File: config.mk
export PLATFORM = sky130hd
export DESIGN_NAME = urna_report_tx_flat
export DESIGN_NICKNAME = d
export VERILOG_FILES = /design/src/rtl/urna_pkg.sv /design/src/rtl/urna_report_tx_if.sv /design/src/rtl/uart_tx_byte.sv /design/src/rtl/urna_report_tx.sv /design/src/flat_wrapper.sv
export SDC_FILE = /design/constraint.sdc
export NUM_CORES = 1
export LEC_CHECK = 0
export ABC_AREA = 0
export CAP_MARGIN = 25
export CORE_AREA = 2 2 67 82
export CTS_CLUSTER_DIAMETER = 120
export DETAILED_ROUTE_END_ITERATION = 8
export DIE_AREA = 0 0 69 84
export PLACE_DENSITY = 0.84
export SLEW_MARGIN = 20
export SYNTH_ARGS = -nofsm -noshare
export SYNTH_HDL_FRONTEND = slang
export SYNTH_SLANG_ARGS = --single-unit
File: constraint.sdc
create_clock -name clk -period 2 [get_ports clk]
set_input_delay 0.2 -clock clk [delete_from_list [all_inputs] [get_ports clk]]
set_output_delay 0.2 -clock clk [all_outputs]
set_load 0.005 [all_outputs]
File: src/rtl/urna_pkg.sv
// Shared types and constants for the Urna voting core and its report transmitter.
package urna_pkg;
  localparam int         COUNT_W     = 8;
  localparam logic [7:0] URNA_HDR    = 8'hB5;
  localparam int         FRAME_BYTES = 5;

  // Serial line states; DONE is only meaningful at the report level.
  typedef enum logic [2:0] {IDLE, START, DATA, STOP, DONE} tx_state_t;

  // Report sequencer states.
  typedef enum logic [1:0] {RPT_IDLE, RPT_SEND, RPT_DONE} rpt_state_t;

  function automatic logic [7:0] frame_chk(input logic [7:0] hdr, c1, c2, nul);
    return hdr ^ c1 ^ c2 ^ nul;
  endfunction
endpackage

File: src/rtl/urna_report_tx_if.sv
// Bundle between the voting core (master) and the report transmitter (slave).
interface urna_report_tx_if;
  import urna_pkg::*;
  logic               finish;
  logic [COUNT_W-1:0] TotalC1;
  logic [COUNT_W-1:0] TotalC2;
  logic [COUNT_W-1:0] TotalNull;
  logic               tx;
  logic               busy;
  logic               done;

  modport master (output finish, TotalC1, TotalC2, TotalNull, input tx, busy, done);
  modport slave  (input finish, TotalC1, TotalC2, TotalNull, output tx, busy, done);
endinterface

File: src/rtl/uart_tx_byte.sv
// 8N1 byte serializer; ready also asserts on the last STOP cycle so bytes chain without gaps.
module uart_tx_byte
  import urna_pkg::*;
#(
  parameter int CLKS_PER_BIT = 4
) (
  input  logic       clk,
  input  logic       rst_n,
  input  logic       load,
  input  logic [7:0] tx_byte,
  output logic       tx,
  output logic       ready
);
  localparam int             BW        = (CLKS_PER_BIT > 1) ? $clog2(CLKS_PER_BIT) : 1;
  localparam logic [BW-1:0]  BAUD_LAST = BW'(CLKS_PER_BIT - 1);

  tx_state_t     state, nxt;
  logic [BW-1:0] baud_cnt;
  logic [2:0]    bit_cnt;
  logic [7:0]    shreg;
  logic          baud_end;

  assign baud_end = (baud_cnt == BAUD_LAST);
  assign ready    = (state == IDLE) || (state == STOP && baud_end);

  always_comb begin
    nxt = state;
    tx  = 1'b1;
    case (state)
      IDLE:  if (load) nxt = START;
      START: begin
        tx = 1'b0;
        if (baud_end) nxt = DATA;
      end
      DATA: begin
        tx = shreg[0];
        if (baud_end && bit_cnt == 3'd7) nxt = STOP;
      end
      STOP:  if (baud_end) nxt = load ? START : IDLE;
      default: nxt = IDLE;
    endcase
  end

  always_ff @(posedge clk) begin
    if (!rst_n) begin
      state    <= IDLE;
      baud_cnt <= '0;
      bit_cnt  <= '0;
      shreg    <= '0;
    end else begin
      state    <= nxt;
      baud_cnt <= (state == IDLE || baud_end) ? '0 : baud_cnt + 1'b1;
      if (load && ready)
        shreg <= tx_byte;
      else if (state == DATA && baud_end)
        shreg <= shreg >> 1;
      if (state == START)
        bit_cnt <= '0;
      else if (state == DATA && baud_end)
        bit_cnt <= bit_cnt + 1'b1;
    end
  end
endmodule

File: src/rtl/urna_report_tx.sv
// Snapshots the ballot totals on a finish rise and sends HEADER, C1, C2, Null, checksum over UART.
module urna_report_tx
  import urna_pkg::*;
#(
  parameter int         CLKS_PER_BIT = 4,
  parameter logic [7:0] HEADER       = URNA_HDR
) (
  input logic             clk,
  input logic             rst_n,
  urna_report_tx_if.slave bus
);
  localparam logic [2:0] LAST_IDX = 3'(FRAME_BYTES);

  rpt_state_t                  state, nxt;
  logic                        finish_q;
  logic                        trigger;
  logic [FRAME_BYTES-1:0][7:0] frame_q;
  logic [2:0]                  byte_idx;
  logic                        load;
  logic [7:0]                  cur_byte;
  logic                        u_ready;
  logic                        u_tx;

  assign trigger = bus.finish & ~finish_q;

  // Byte 0 goes straight from HEADER because the snapshot lands on the same edge.
  always_comb begin
    nxt      = state;
    load     = 1'b0;
    cur_byte = HEADER;
    case (state)
      RPT_IDLE: if (trigger) begin
        nxt  = RPT_SEND;
        load = 1'b1;
      end
      RPT_SEND: if (u_ready) begin
        if (byte_idx == LAST_IDX) begin
          nxt = RPT_DONE;
        end else begin
          load     = 1'b1;
          cur_byte = frame_q[byte_idx];
        end
      end
      RPT_DONE: if (!bus.finish) nxt = RPT_IDLE;
      default:  nxt = RPT_IDLE;
    endcase
  end

  always_ff @(posedge clk) begin
    if (!rst_n) begin
      state    <= RPT_IDLE;
      finish_q <= 1'b0;
      frame_q  <= '0;
      byte_idx <= '0;
    end else begin
      state    <= nxt;
      finish_q <= bus.finish;
      if (state == RPT_IDLE && trigger) begin
        frame_q  <= {frame_chk(HEADER, bus.TotalC1, bus.TotalC2, bus.TotalNull),
                     bus.TotalNull, bus.TotalC2, bus.TotalC1, HEADER};
        byte_idx <= 3'd1;
      end else if (load) begin
        byte_idx <= byte_idx + 1'b1;
      end
    end
  end

  uart_tx_byte #(.CLKS_PER_BIT(CLKS_PER_BIT)) u_uart (
    .clk     (clk),
    .rst_n   (rst_n),
    .load    (load),
    .tx_byte (cur_byte),
    .tx      (u_tx),
    .ready   (u_ready)
  );

  assign bus.tx   = u_tx;
  assign bus.busy = (state == RPT_SEND);
  assign bus.done = (state == RPT_DONE);
endmodule

File: src/flat_wrapper.sv
// flat-port wrapper written by rule: the top's interface ports become plain ports
module urna_report_tx_flat import urna_pkg::*;
#(
  parameter int         CLKS_PER_BIT = 4,
  parameter logic [7:0] HEADER       = URNA_HDR
)
  (clk, rst_n, bus_finish, bus_TotalC1, bus_TotalC2, bus_TotalNull, bus_tx, bus_busy, bus_done);
  urna_report_tx_if bus_i ();
  input logic clk;
  input logic rst_n;
  input wire logic [$bits(bus_i.finish)-1:0] bus_finish;
  input wire logic [$bits(bus_i.TotalC1)-1:0] bus_TotalC1;
  input wire logic [$bits(bus_i.TotalC2)-1:0] bus_TotalC2;
  input wire logic [$bits(bus_i.TotalNull)-1:0] bus_TotalNull;
  output wire logic [$bits(bus_i.tx)-1:0] bus_tx;
  output wire logic [$bits(bus_i.busy)-1:0] bus_busy;
  output wire logic [$bits(bus_i.done)-1:0] bus_done;
  assign bus_i.finish = bus_finish;
  assign bus_i.TotalC1 = bus_TotalC1;
  assign bus_i.TotalC2 = bus_TotalC2;
  assign bus_i.TotalNull = bus_TotalNull;
  assign bus_tx = bus_i.tx;
  assign bus_busy = bus_i.busy;
  assign bus_done = bus_i.done;
  urna_report_tx #(.CLKS_PER_BIT(CLKS_PER_BIT), .HEADER(HEADER)) u_core (.clk(clk), .rst_n(rst_n), .bus(bus_i));
endmodule
# Word-level counts from Yosys, hierarchy flattened
# Cells that the tools add are included.
# op_classes
add_sub_neg	3
mul	0
div	0
magnitude_cmp	1
eq_ne	16
shift	0
n_mux	25
bitwise_logic	6
n_reduce_logical	16
# op_table
cell	n
two-way mux 8 bit	6
binary-select mux 8 bit (select 3 bit)	1
XOR 8 bit	2
two-way mux 3 bit	4
one-hot mux 3 bit (4 select lines)	1
!= test 2 bit (second input constant)	5
two-way mux 2 bit	4
AND reduction 4 bit	2
adder 3 x 1 -> 3 bit (second input constant)	2
== test 3 x 2 -> 1 bit (second input constant)	2
== test 3 bit (second input constant)	2
two-way mux 1 bit	6
!= test 2 x 1 -> 1 bit (second input constant)	3
one-hot mux 2 bit (3 select lines)	1
OR reduction 2 bit	3
logical AND 1 bit	5
NOT 5 bit	1
== test 2 bit (second input constant)	2
less-than comparator 3 x 4 -> 1 bit (second input constant)	1
one-hot mux 1 bit (2 select lines)	2
nonzero test 2 bit	2
== test 3 x 1 -> 1 bit (second input constant)	1
logical NOT 3 bit	1
adder 2 x 1 -> 2 bit (second input constant)	1
5 further kinds	7
# word_totals
ff_bits	55
latch_bits	0
mem_bits_rw	0
romBits	0
in_bits	27
output_inout_bits	3
wordCells	80
n_memories	0

# Depth between registers and ports, before layout
# Gate-level depths: netlist of run 1.
# depth
ltp_word	8
mapped_depth	9
mapped_depth_nobuf	6

# By module
# Synthesis of run 1 repeated with hierarchy kept, for this count alone.
# unflattened
cells_unflattened	314
hier_area_um2	2752.6
# by_module_without_submodules
module	instances	cells_per_inst	area_per_inst_um2	seq_area_each_um2
urna_report_tx	1	231	1918.1	780.7
uart_tx_byte	1	83	834.6	300.3

# Worst setup path before layout of run 1
# No wires, ideal clock.
# synth_path
kind	reg-to-reg
start	reg u_core.byte_idx[1]
end	reg u_core.u_uart.shreg[3]
setup_ns	0.122
t_arrival_ns	1.719
required_time_ns	1.878
slack_ns	0.159
stages_incl_launch_ff	10
n_path_buf	3
synth_period_minus_slack_ns	1.841
path_cell_list	dfxtp_1 > buf_2 > buf_2 > inv_1 > ha_1 > a21bo_2 > a211oi_2 > buf_4 > o22ai_1 > o311a_1
# synth_between
elab_chain_cells	6
word_cells_on_any_way	12
classes_between	eq/ne: 1; mux: 9; reduce/logical: 2
# synth_rtl
item	line_no	source
start: declaration	urna_report_tx.sv:18	logic [2:0] byte_idx;
start signal: assignment	urna_report_tx.sv:63	byte_idx <= byte_idx + 1'b1;
binary-select mux 8 bit (select 3 bit) / == test 3 bit (equally long branches)	urna_report_tx.sv:41, urna_report_tx.sv:37	
two-way mux 8 bit (not written as such) / two-way mux 1 bit (equally long branches)	urna_report_tx.sv:41, urna_report_tx.sv:37	
two-way mux 8 bit / two-way mux 1 bit (equally long branches)	urna_report_tx.sv:37, urna_report_tx.sv:36	
two-way mux 8 bit / one-hot mux 1 bit (2 select lines) (equally long branches)	urna_report_tx.sv:36, urna_report_tx.sv:31	
two-way mux 8 bit / logical AND 1 bit (equally long branches)	urna_report_tx.sv:31, uart_tx_byte.sv:53	
two-way mux 8 bit / nonzero test 2 bit (equally long branches)	-	
end signal: assignment	uart_tx_byte.sv:54	shreg <= tx_byte;
end signal: assignment	uart_tx_byte.sv:56	shreg <= shreg >> 1;
end: declaration	uart_tx_byte.sv:20	logic [7:0] shreg;
# Parallel ways exist; a longest one is shown, timed or not. The select of a mux whose other input is x is not followed.
# A chain may end at the register's enable or synchronous reset.

# Worst setup path after layout of run 1
# layout_path
start	reg u_core.u_uart.state[0]
end	out bus_tx
# layout_between
elab_chain_cells	2
word_cells_on_any_way	3
classes_between	eq/ne: 2; mux: 1
# layout_rtl
item	line_no	source
start: declaration	uart_tx_byte.sv:17	tx_state_t state, nxt;
start signal: assignment	uart_tx_byte.sv:51	state <= nxt;
== test 3 x 2 -> 1 bit / == test 3 x 1 -> 1 bit (equally long branches)	uart_tx_byte.sv:29	case (state)
one-hot mux 1 bit (2 select lines) *	uart_tx_byte.sv:29	
end: declaration	flat_wrapper.sv:15	output wire logic [$bits(bus_i.tx)-1:0] bus_tx;
# Mark *: on every way between the ends. The rest lies on a longest branch, timed or not.

==> impl_metrics.toml, run 1 <==
[setup_path]
crit_fanout = 5
cp-end-kind = "output port"
arrival_time_reported_for_the_critical_path_endpoint_ns = 1.72
setup.worst_path.class = "flip-flop to output port"
timing.critical_path.slowest_cell_delay_ns = 0.52
cp-start-kind = "flip-flop"
worst_path_max_delay_cell = "sky130_fd_sc_hd__clkdlybuf4s50_1"
worst-r2r-setup-slack_ns = 0.15
cp_required_ns = 1.80
worstRegToRegCells = 7
worstPathCellList = "inv_1 > ha_1 > mux2i_1 > clkdlybuf4s50_1"

[floorplanning]
io-pin-count = 30
initial_utilization_pct = 54.1
die_w_um = 69
core_sq_um = 5080
std_cell_rows = 29
die_area_sq_um = 5800
die_h_um = 84

[run_status]
status = "finished clean"

[placed_design]
detailed_place.area_sq_um = 3130
routabilityCongestion = 0.730
post_dp_hpwl_um = 3800
pre_cts_ws_ns = 0.103
port_buffers = 29

[grt]
grt_overflow = 0
grt_max_degree = 53
grt.met1_usage_pct = 23.4
first_global_vias = 1934
antenna_found_initial = 0
met3_track_demand_over_resource_in_global_routing_pct = 4.35
track_usage_pct = 18.7
grt_most_used_layer = "met2"
grt_pass1_wl_um = 8870
met2_usage_pct = 32.0

[worst_hold_path]
whs_path_depth = 1
timing.hold.worst.class = "flip-flop to flip-flop"

[detailed_routing]
remaining_drc_errors = 0
drt-initial-drc-count = 92
vias_per_cell = 5.54
detail-route-antenna-nets = 0
detail_route.first_pass.iterations = 4
via_count = 2139
routed_wire_length_per_instance_um = 14.0
route.final.wire_length_um = 5410

[clocking]
cts.clk_slew.worst_paths_ns = 0.09
ctsHtreeMaxLevel = 2
cts_tree = "built"
cts.root.buffer_cell = "sky130_fd_sc_hd__clkbuf_8"
deepest_clock_path_buffer_count = 2
number_of_buffers_inserted_during_clock_tree_synthesis = 5
worst_skew_pair_latency_ns = 0.31
cts.hold.buffers_added = 0
cts.sinks = 54

[sta]
fin_skew_ns = 0.00497
hold_violations = 0
fin_ws_ns = 0.0833
worst_pin_slew_ns = 0.484
min_hold_slack_ns = 0.441
worst_slew_margin_rel_pct = 67.5
final.min_clock_period_ns = 1.92
setup-violations-final = 0
setup_repair_after_global_routing_missed_its_margin = "false"
final_min_period_over_clock_period_pct = 95.8
clock.fmax_mhz = 522
drv_slew = 0
accumulated_negative_setup_slack_ns = 0

[logic_synthesis]
avgSynthCellArea_sq_um = 9.22
synth_edf_count = 0
postSynth.topFlopCell = "sky130_fd_sc_hd__dfxtp_1"
synth_cell_type_count = 46
synthesis.instances = 298
synth.yosys.seq_area_share_pct = 39.4
postSynthNetCount = 334
yosys_register_bits = 54
mappedNetlistArea_sq_um = 2750
ys.warnings.count = 0
async_reset_ff_share_pct = 0

[finish]
nets_final = 359
layout-drive-gt1-share_pct = 11.4
diodes = 0
area.growth.synth_to_final_pct = 17.5
final_area_sq_um = 3230

[pwr]
vdd_drop_max_uv = 585
switching_share_pct = 31.6
design_internal_power_w = 0.00201
power_per_standard_cell_area_nw_per_um2 = 909
p_leak_nw = 1.28
p_sw_w = 0.000927
p_total_w = 0.00293
clock_network_fraction_of_design_power_pct = 21.7
combinationalPowerShare_pct = 32.2
seq_power_share_pct = 46.1

[job]
drv.max_cap_violation_count = 0
[worst max-delay path, delay by kind of cell (launching register included)]
kind | cells | cell delay [ns]
adder cells (fa/ha/maj) | 1 | 0.25
buffers and inverters | 2 | 0.60
flip-flops | 1 | 0.35
multiplexers | 1 | 0.22
[power by group through the flow]
stage                     clock, W  combinational, W  sequential, W
final                     0.000637          0.000946        0.00135
after floorplan                  0          0.000697        0.00133
after detailed placement         0          0.000946        0.00137
after CTS                 0.000652          0.000952        0.00135
after global routing      0.000696           0.00104        0.00137
after global placement           0          0.000902        0.00136
[layer usage]
metal / vias to the layer above / share of wire, %
li1: 1084 / -
met1: 1010 / 43
met2: 40 / 52
met3: 5 / 3.5
met4: 0 / 1.1
met5: - / 0
[worst paths after layout]
check	from	to
hold / removal	u_core.u_uart.baud_cnt[0]	u_core.u_uart.baud_cnt[0]
setup reg to reg	u_core.byte_idx[1]	u_core.u_uart.shreg[6]
setup / recovery	u_core.u_uart.state[0]	bus_tx
hold reg to reg	u_core.u_uart.baud_cnt[0]	u_core.u_uart.baud_cnt[0]
[layout by cell type (no fill, tap or decap), types with 6 or more instances in the layout]
| cell | synthesis | final |
|---|---|---|
| sky130_fd_sc_hd__a21boi_1 | 25 | 25 |
| sky130_fd_sc_hd__a221oi_1 | 7 | 7 |
| sky130_fd_sc_hd__clkbuf_8 | 0 | 6 |
| sky130_fd_sc_hd__clkdlybuf4s50_1 | 0 | 29 |
| sky130_fd_sc_hd__dfxtp_1 | 54 | 53 |
| sky130_fd_sc_hd__ha_1 | 9 | 9 |
| sky130_fd_sc_hd__inv_1 | 7 | 7 |
| sky130_fd_sc_hd__mux2_2 | 7 | 7 |
| sky130_fd_sc_hd__nand2_1 | 68 | 68 |
| sky130_fd_sc_hd__nor2_1 | 11 | 11 |
| sky130_fd_sc_hd__nor2b_1 | 8 | 8 |
| sky130_fd_sc_hd__o211a_1 | 6 | 6 |
| sky130_fd_sc_hd__o21ai_1 | 6 | 6 |
| sky130_fd_sc_hd__xnor2_1 | 15 | 15 |
[state kept, by name, indices dropped and copies added (netlist names)]
signal	flops
u_core.u_uart.shreg	8
u_core.u_uart.baud_cnt	2
u_core.u_uart.state	2
u_core.state	2
u_core.byte_idx	3
u_core.u_uart.bit_cnt	3
u_core.frame_q	33
u_core.finish_q	1
[kinds of logic after synthesis]
family / after synthesis / share of synthesized area (%)
AND/OR/NAND/NOR: 107 / 19.0
AO/OA/AOI/OAI: 68 / 19.2
flip-flops: 54 / 39.4
buffers and inverters: 27 / 4.60
XOR/XNOR: 19 / 6.06
multiplexers: 14 / 7.70
adder cells (fa/ha/maj): 9 / 4.10
[cell usage after synthesis, types with 2 or more instances]
master,count,share of area (%)
sky130_fd_sc_hd__xor2_1,4,1.3
sky130_fd_sc_hd__nand2_1,68,9.3
sky130_fd_sc_hd__xnor2_1,15,4.8
sky130_fd_sc_hd__o311a_1,3,1.1
sky130_fd_sc_hd__o21ai_1,6,1.1
sky130_fd_sc_hd__nor4bb_1,4,1.5
sky130_fd_sc_hd__inv_1,7,0.96
sky130_fd_sc_hd__clkbuf_1,7,0.96
sky130_fd_sc_hd__mux4_2,5,4.1
sky130_fd_sc_hd__dfxtp_1,54,39
sky130_fd_sc_hd__nand4_1,2,0.46
sky130_fd_sc_hd__and2_1,5,1.1
sky130_fd_sc_hd__nor2_1,11,1.5
sky130_fd_sc_hd__o22ai_1,3,0.68
sky130_fd_sc_hd__a21boi_1,25,6.8
sky130_fd_sc_hd__a21oi_1,5,0.91
sky130_fd_sc_hd__a21boi_0,2,0.55
sky130_fd_sc_hd__a221oi_1,7,2.2
sky130_fd_sc_hd__ha_1,9,4.1
sky130_fd_sc_hd__o211a_1,6,2.2
sky130_fd_sc_hd__mux2_2,7,2.9
sky130_fd_sc_hd__buf_2,11,2.0
sky130_fd_sc_hd__nor2b_1,8,1.8
sky130_fd_sc_hd__mux2i_1,2,0.73
[final cells by class]
class	count	area (sq um)
inverter	7	26.3
fill	420	1850
clock inverter	2	12.5
multi-input combinational	217	1540
sequential	54	1080
timing repair buffer	38	408
clock buffer	6	82.6
tap	62	77.6
[stage by stage]
stage               util (%)  cells
floorplan                  -    298
global placement        61.7    378
detailed placement      61.7    378
CTS                     63.5    386
global route            63.5    386
finish                  63.5    386
[timing repair]
| item | CTS | global route |
|---|---|---|
| resized for setup | 0 | 1 |
| setup endpoints to repair | 0 | 1 |
| setup buffers | 0 | 0 |
Note: power is estimated with default switching activity, not from simulation.
==> run 2: changes to the inputs <==
Settings changed: ABC_AREA 0 to not set, GPL_ROUTABILITY_DRIVEN set to 0, GPL_TIMING_DRIVEN set to 0.
==> run 2 against run 1 <==
Effect of this change: largest power group unchanged; sequential power is essentially flat; cell area shrank 0.43%; critical path depth is the same; hold slack gained 0.0034 ns; fmax grew 1.0%; clock power grew 2%; power grew 0.18%; core utilization shrank 0.27 points; non-clock buffer count grew 10; flip-flop and latch count is the same; combinational power grew 0.5%.
==> impl_metrics.toml, run 2 (same netlist as run 1, synthesis figures left out) <==
[finish]
layoutNonFillerInstCount = 396
nets_final = 369
layout-drive-gt1-share_pct = 12.3
area.growth.synth_to_final_pct = 17.0
largest_register_ff_count = 33
core_utilization_of_the_finished_layout_pct = 63.3
final_common_cell = "sky130_fd_sc_hd__nand2_1"
mostFrequentLayoutCells = "68 x sky130_fd_sc_hd__nand2_1, 53 x sky130_fd_sc_hd__dfxtp_1, 29 x sky130_fd_sc_hd__clkdlybuf4s50_1, 25 x sky130_fd_sc_hd__a21boi_1, 15 x sky130_fd_sc_hd__xnor2_1"
reg_top3 = "u_core.frame_q: 33 flops, u_core.u_uart.shreg: 8 flops"
diodes = 0
max_flop_register = "u_core.frame_q"

[detailed_routing]
routed_wire_length_per_instance_um = 14.9
route.final.wire_length_um = 5900
drt-initial-drc-count = 113
detail_route.first_pass.iterations = 4
remaining_drc_errors = 0
vias_per_cell = 5.60
via_count = 2219
detail-route-antenna-nets = 0

[pwr]
power_per_standard_cell_area_nw_per_um2 = 914
vdd_drop_max_uv = 626
p_leak_nw = 1.28
p_total_w = 0.00294

[floorplanning]
std_cell_rows = 29
io-pin-count = 30
die_area_sq_um = 5800
die_w_um = 69
die_h_um = 84
core_sq_um = 5080
initial_utilization_pct = 54.1

[setup_path]
timing.critical_path.slowest_cell_delay_ns = 0.51
worst_path_max_delay_cell = "sky130_fd_sc_hd__clkdlybuf4s50_1"
worstPathCellList = "inv_1 > ha_2 > mux2i_1 > clkdlybuf4s50_1"
crit_fanout = 5
cp-start-kind = "flip-flop"
setup.worst_path.class = "flip-flop to output port"
cp_required_ns = 1.80
cp-end-kind = "output port"
arrival_time_reported_for_the_critical_path_endpoint_ns = 1.70

[clocking]
ctsHtreeMaxLevel = 2
cts_tree = "built"
worst_skew_pair_latency_ns = 0.32
deepest_clock_path_buffer_count = 2
post_cts_buffers = 0
cts.root.buffer_cell = "sky130_fd_sc_hd__clkbuf_8"
cts.sinks = 54
number_of_buffers_inserted_during_clock_tree_synthesis = 5
cts.clk_slew.worst_paths_ns = 0.10

[grt]
grt_overflow = 0
antenna_found_initial = 0
grt_max_degree = 17
first_global_vias = 2110
grt_pass1_wl_um = 10200
track_usage_pct = 21.8

[placed_design]
dpl.cell_count = 389
port_buffers = 29
post_dp_hpwl_um = 4330

[sta]
accumulated_negative_setup_slack_ns = 0
setup_repair_after_global_routing_missed_its_margin = "false"
worst_pin_slew_ns = 0.586
clock.fmax_mhz = 527
final_min_period_over_clock_period_pct = 94.9
hold_violations = 0
fin_skew_ns = 0.00436
drv_slew = 0
final.min_clock_period_ns = 1.90
worst_slew_margin_rel_pct = 60.8
setup-violations-final = 0

[run_status]
status = "finished clean"

[job]
drv.max_cap_violation_count = 0

[worst_hold_path]
timing.hold.worst.class = "flip-flop to flip-flop"
## run 2: cell count changes in the layout (fill, tap and decap cells not counted), sizes merged
cell,change
clkbuf,+7
buf,+3
## run 2: repair_timing
| action | in CTS | in global routing |
|---|---|---|
| gates resized for setup | 0 | 5 |
| endpoints found under the hold margin | 0 | 0 |
| cloned | 0 | 0 |
| hold buffers | 0 | 0 |
| endpoints found under the setup margin | 8 | 9 |
| pin swaps | 0 | 0 |
## run 2: metrics by stage
| stage | worst slack [ns] | area, sq um | hold slack [ns] |
|---|---|---|---|
| 2_1_floorplan | 0.159 | 2750 | 0.322 |
| 4_1_cts | 0.00105 | 3200 | 0.450 |
| 3_3_place_gp | -0.0548 | 3110 | 0.417 |
| 3_5_place_dp | -0.102 | 3110 | 0.436 |
| 6_report | 0.102 | 3210 | 0.445 |
| 5_1_grt | 0.0147 | 3210 | 0.467 |
## run 2: layout make-up
class	count	area, sq um
flip-flops and latches	54	1080
clock buffers	6	82.6
inverters	7	26.3
plain buffers	19	101
repair buffers	29	290
fillers	440	1870
multi-input cells	217	1540
well taps	62	77.6
clock inverters	2	12.5
## run 2: worst max-delay path, delay by kind of cell (launching register included)
family                   cells  cell delay (ns)
adder cells (fa/ha/maj)      1             0.23
buffers and inverters        2             0.60
flip-flops                   1             0.35
multiplexers                 1             0.20
## run 2: power by group
| group | internal [W] | switching, W |
|---|---|---|
| clock network | 0.000279 | 0.000371 |
| registers | 0.00123 | 0.000106 |
| logic | 0.000481 | 0.000470 |
| total | 0.00199 | 0.000947 |
## run 2: path summary, 6_finish.rpt
path | start | to | slack, ns | cells after the start
min | u_core.u_uart.baud_cnt[0] | u_core.u_uart.baud_cnt[0] | 0.44 | 1
min reg2reg | u_core.u_uart.baud_cnt[0] | u_core.u_uart.baud_cnt[0] | 0.44 | 1
max | u_core.u_uart.state[0] | bus_tx | 0.10 | 4
max reg2reg | u_core.byte_idx[1] | u_core.u_uart.shreg[3] | 0.15 | 8
## run 2: per-layer routing
| metal | global-route usage [%] | routed length, um |
|---|---|---|
| met1 | 27.0 | 2550 |
| met2 | 37.4 | 3070 |
| met3 | 4.71 | 185 |
| met4 | 7.49 | 95 |
| met5 | 0 | 0 |
==> run 3: changes to the inputs <==
Settings changed: CAP_MARGIN 25 to not set.
Clock period 2 ns to 2.1 ns, I/O delays scaled along.
==> run 3 against run 2 <==
Effect of this change: wire length down 0.25%; clock power shrank 4.8%; critical endpoint unchanged; global-route usage stayed put; highest routed layer unchanged; clock skew is essentially flat; non-clock buffer count unchanged; clock-buffer cell count did not move; die area unchanged; register-to-register slack improved by 0.03 ns.
==> impl_metrics.toml, run 3 (same netlist as run 1, synthesis figures left out) <==
[grt]
first_global_vias = 2110
track_usage_pct = 21.8
grt_overflow = 0
grt_pass1_wl_um = 10200
grt_max_degree = 17
antenna_found_initial = 0

[floorplanning]
std_cell_rows = 29
core_sq_um = 5080
die_h_um = 84
initial_utilization_pct = 54.1
die_area_sq_um = 5800
io-pin-count = 30
die_w_um = 69

[clocking]
deepest_clock_path_buffer_count = 2
number_of_buffers_inserted_during_clock_tree_synthesis = 5
worst_skew_pair_latency_ns = 0.32
cts.clk_slew.worst_paths_ns = 0.10
cts.root.buffer_cell = "sky130_fd_sc_hd__clkbuf_8"
cts.sinks = 54
cts_tree = "built"
cts.hold.buffers_added = 0
ctsHtreeMaxLevel = 2

[job]
drv.max_cap_violation_count = 0

[setup_path]
setup.worst_path.class = "flip-flop to output port"
arrival_time_reported_for_the_critical_path_endpoint_ns = 1.76
worst_path_max_delay_cell = "sky130_fd_sc_hd__clkdlybuf4s50_1"
crit_fanout = 5
timing.critical_path.slowest_cell_delay_ns = 0.51
worstPathCellList = "inv_1 > ha_1 > mux2i_1 > clkdlybuf4s50_1"
cp-start-kind = "flip-flop"
cp_required_ns = 1.89
cp-end-kind = "output port"

[detailed_routing]
vias_per_cell = 5.58
drt-initial-drc-count = 83
detail_route.first_pass.iterations = 5
routed_wire_length_per_instance_um = 14.9
remaining_drc_errors = 0
route.final.wire_length_um = 5890
detail-route-antenna-nets = 0
via_count = 2210

[sta]
setup_repair_after_global_routing_missed_its_margin = "false"
fin_skew_ns = 0.00442
worst_slew_margin_rel_pct = 61.4
setup-violations-final = 0
hold_violations = 0
drv_slew = 0
accumulated_negative_setup_slack_ns = 0
final.min_clock_period_ns = 1.97
clock.fmax_mhz = 509
final_min_period_over_clock_period_pct = 93.6
worst_pin_slew_ns = 0.577

[finish]
area.growth.synth_to_final_pct = 16.8
largest_register_ff_count = 33
mostFrequentLayoutCells = "68 x sky130_fd_sc_hd__nand2_1, 54 x sky130_fd_sc_hd__dfxtp_1, 29 x sky130_fd_sc_hd__clkdlybuf4s50_1, 25 x sky130_fd_sc_hd__a21boi_1, 15 x sky130_fd_sc_hd__xnor2_1"
nets_final = 369
final_common_cell = "sky130_fd_sc_hd__nand2_1"
max_flop_register = "u_core.frame_q"
diodes = 0
reg_top3 = "u_core.frame_q: 33 flops, u_core.u_uart.shreg: 8 flops"
final_area_sq_um = 3210
layout-drive-gt1-share_pct = 11.7

[worst_hold_path]
timing.hold.worst.class = "flip-flop to flip-flop"

[pwr]
power_per_standard_cell_area_nw_per_um2 = 871
p_leak_nw = 1.28
vdd_drop_max_uv = 597

[placed_design]
port_buffers = 29
detailed_place.area_sq_um = 3110
post_dp_hpwl_um = 4330

[run_status]
status = "finished clean"
run 3: cell types whose count changed in the layout (fill, tap and decap cells not counted):
cell	change
sky130_fd_sc_hd__buf_6	-1
sky130_fd_sc_hd__clkbuf_4	+1
sky130_fd_sc_hd__dfxtp_1	+1
sky130_fd_sc_hd__dfxtp_2	-1
sky130_fd_sc_hd__ha_1	+1
sky130_fd_sc_hd__ha_2	-1
run 3: cell type report:
type | instances | area (sq um)
Clock buffer | 6 | 82.6
Multi-Input combinational cell | 217 | 1540
Inverter | 7 | 26.3
Sequential cell | 54 | 1080
Fill cell | 441 | 1870
Timing Repair Buffer | 29 | 290
Clock inverter | 2 | 12.5
Buffer | 19 | 97.6
Tap cell | 62 | 77.6
run 3: final timing paths:
kind,startpoint,cells past startpoint,end,slack (ns)
worst max register to register,u_core.byte_idx[1],8,u_core.u_uart.shreg[3],0.18
worst max-delay path,u_core.u_uart.state[0],4,bus_tx,0.13
worst min-delay path,u_core.u_uart.baud_cnt[0],1,u_core.u_uart.baud_cnt[0],0.44
worst min register to register,u_core.u_uart.baud_cnt[0],1,u_core.u_uart.baud_cnt[0],0.44
run 3: power by group:
part           switching (W)  internal [W]
combinational       0.000445      0.000455
clock               0.000353      0.000266
sequential          0.000101       0.00117
run 3: per-stage QoR:
step | hold WS [ns] | utilization [%] | power (W) | setup WS (ns) | cells
detailed placement | 0.436 | 61.3 | 0.00220 | -0.00180 | 389
finish | 0.445 | 63.1 | 0.00279 | 0.135 | 396
CTS | 0.450 | 63.1 | 0.00280 | 0.101 | 396
floorplan | 0.332 | - | 0.00193 | 0.259 | 298
global route | 0.467 | 63.1 | 0.00296 | 0.0412 | 396
global placement | 0.417 | 61.3 | 0.00216 | 0.0452 | 389
run 3: routing by layer:
metal  track usage [%]  wire, um  vias to the layer above
met1              27.0      2540                     1063
met3              4.71       171                        8
met4              7.49        89                        0
li1                  -         -                     1104
met5                 0         0                        -
met2              37.4      3090                       35
run 3: repair_timing:
item                                   CTS  global route
gates cloned                             0             0
endpoints found under the hold margin    0             0
setup endpoints to repair                2             5
resized for setup                        0             1
buffers inserted                         0             0
run 3: critical path, delay by kind of cell, from the launching register on:
family,cells,cell delay [ns]
adders and majority gates,1,0.27
muxes,1,0.17
DFF,1,0.40
buffers and inverters,2,0.60
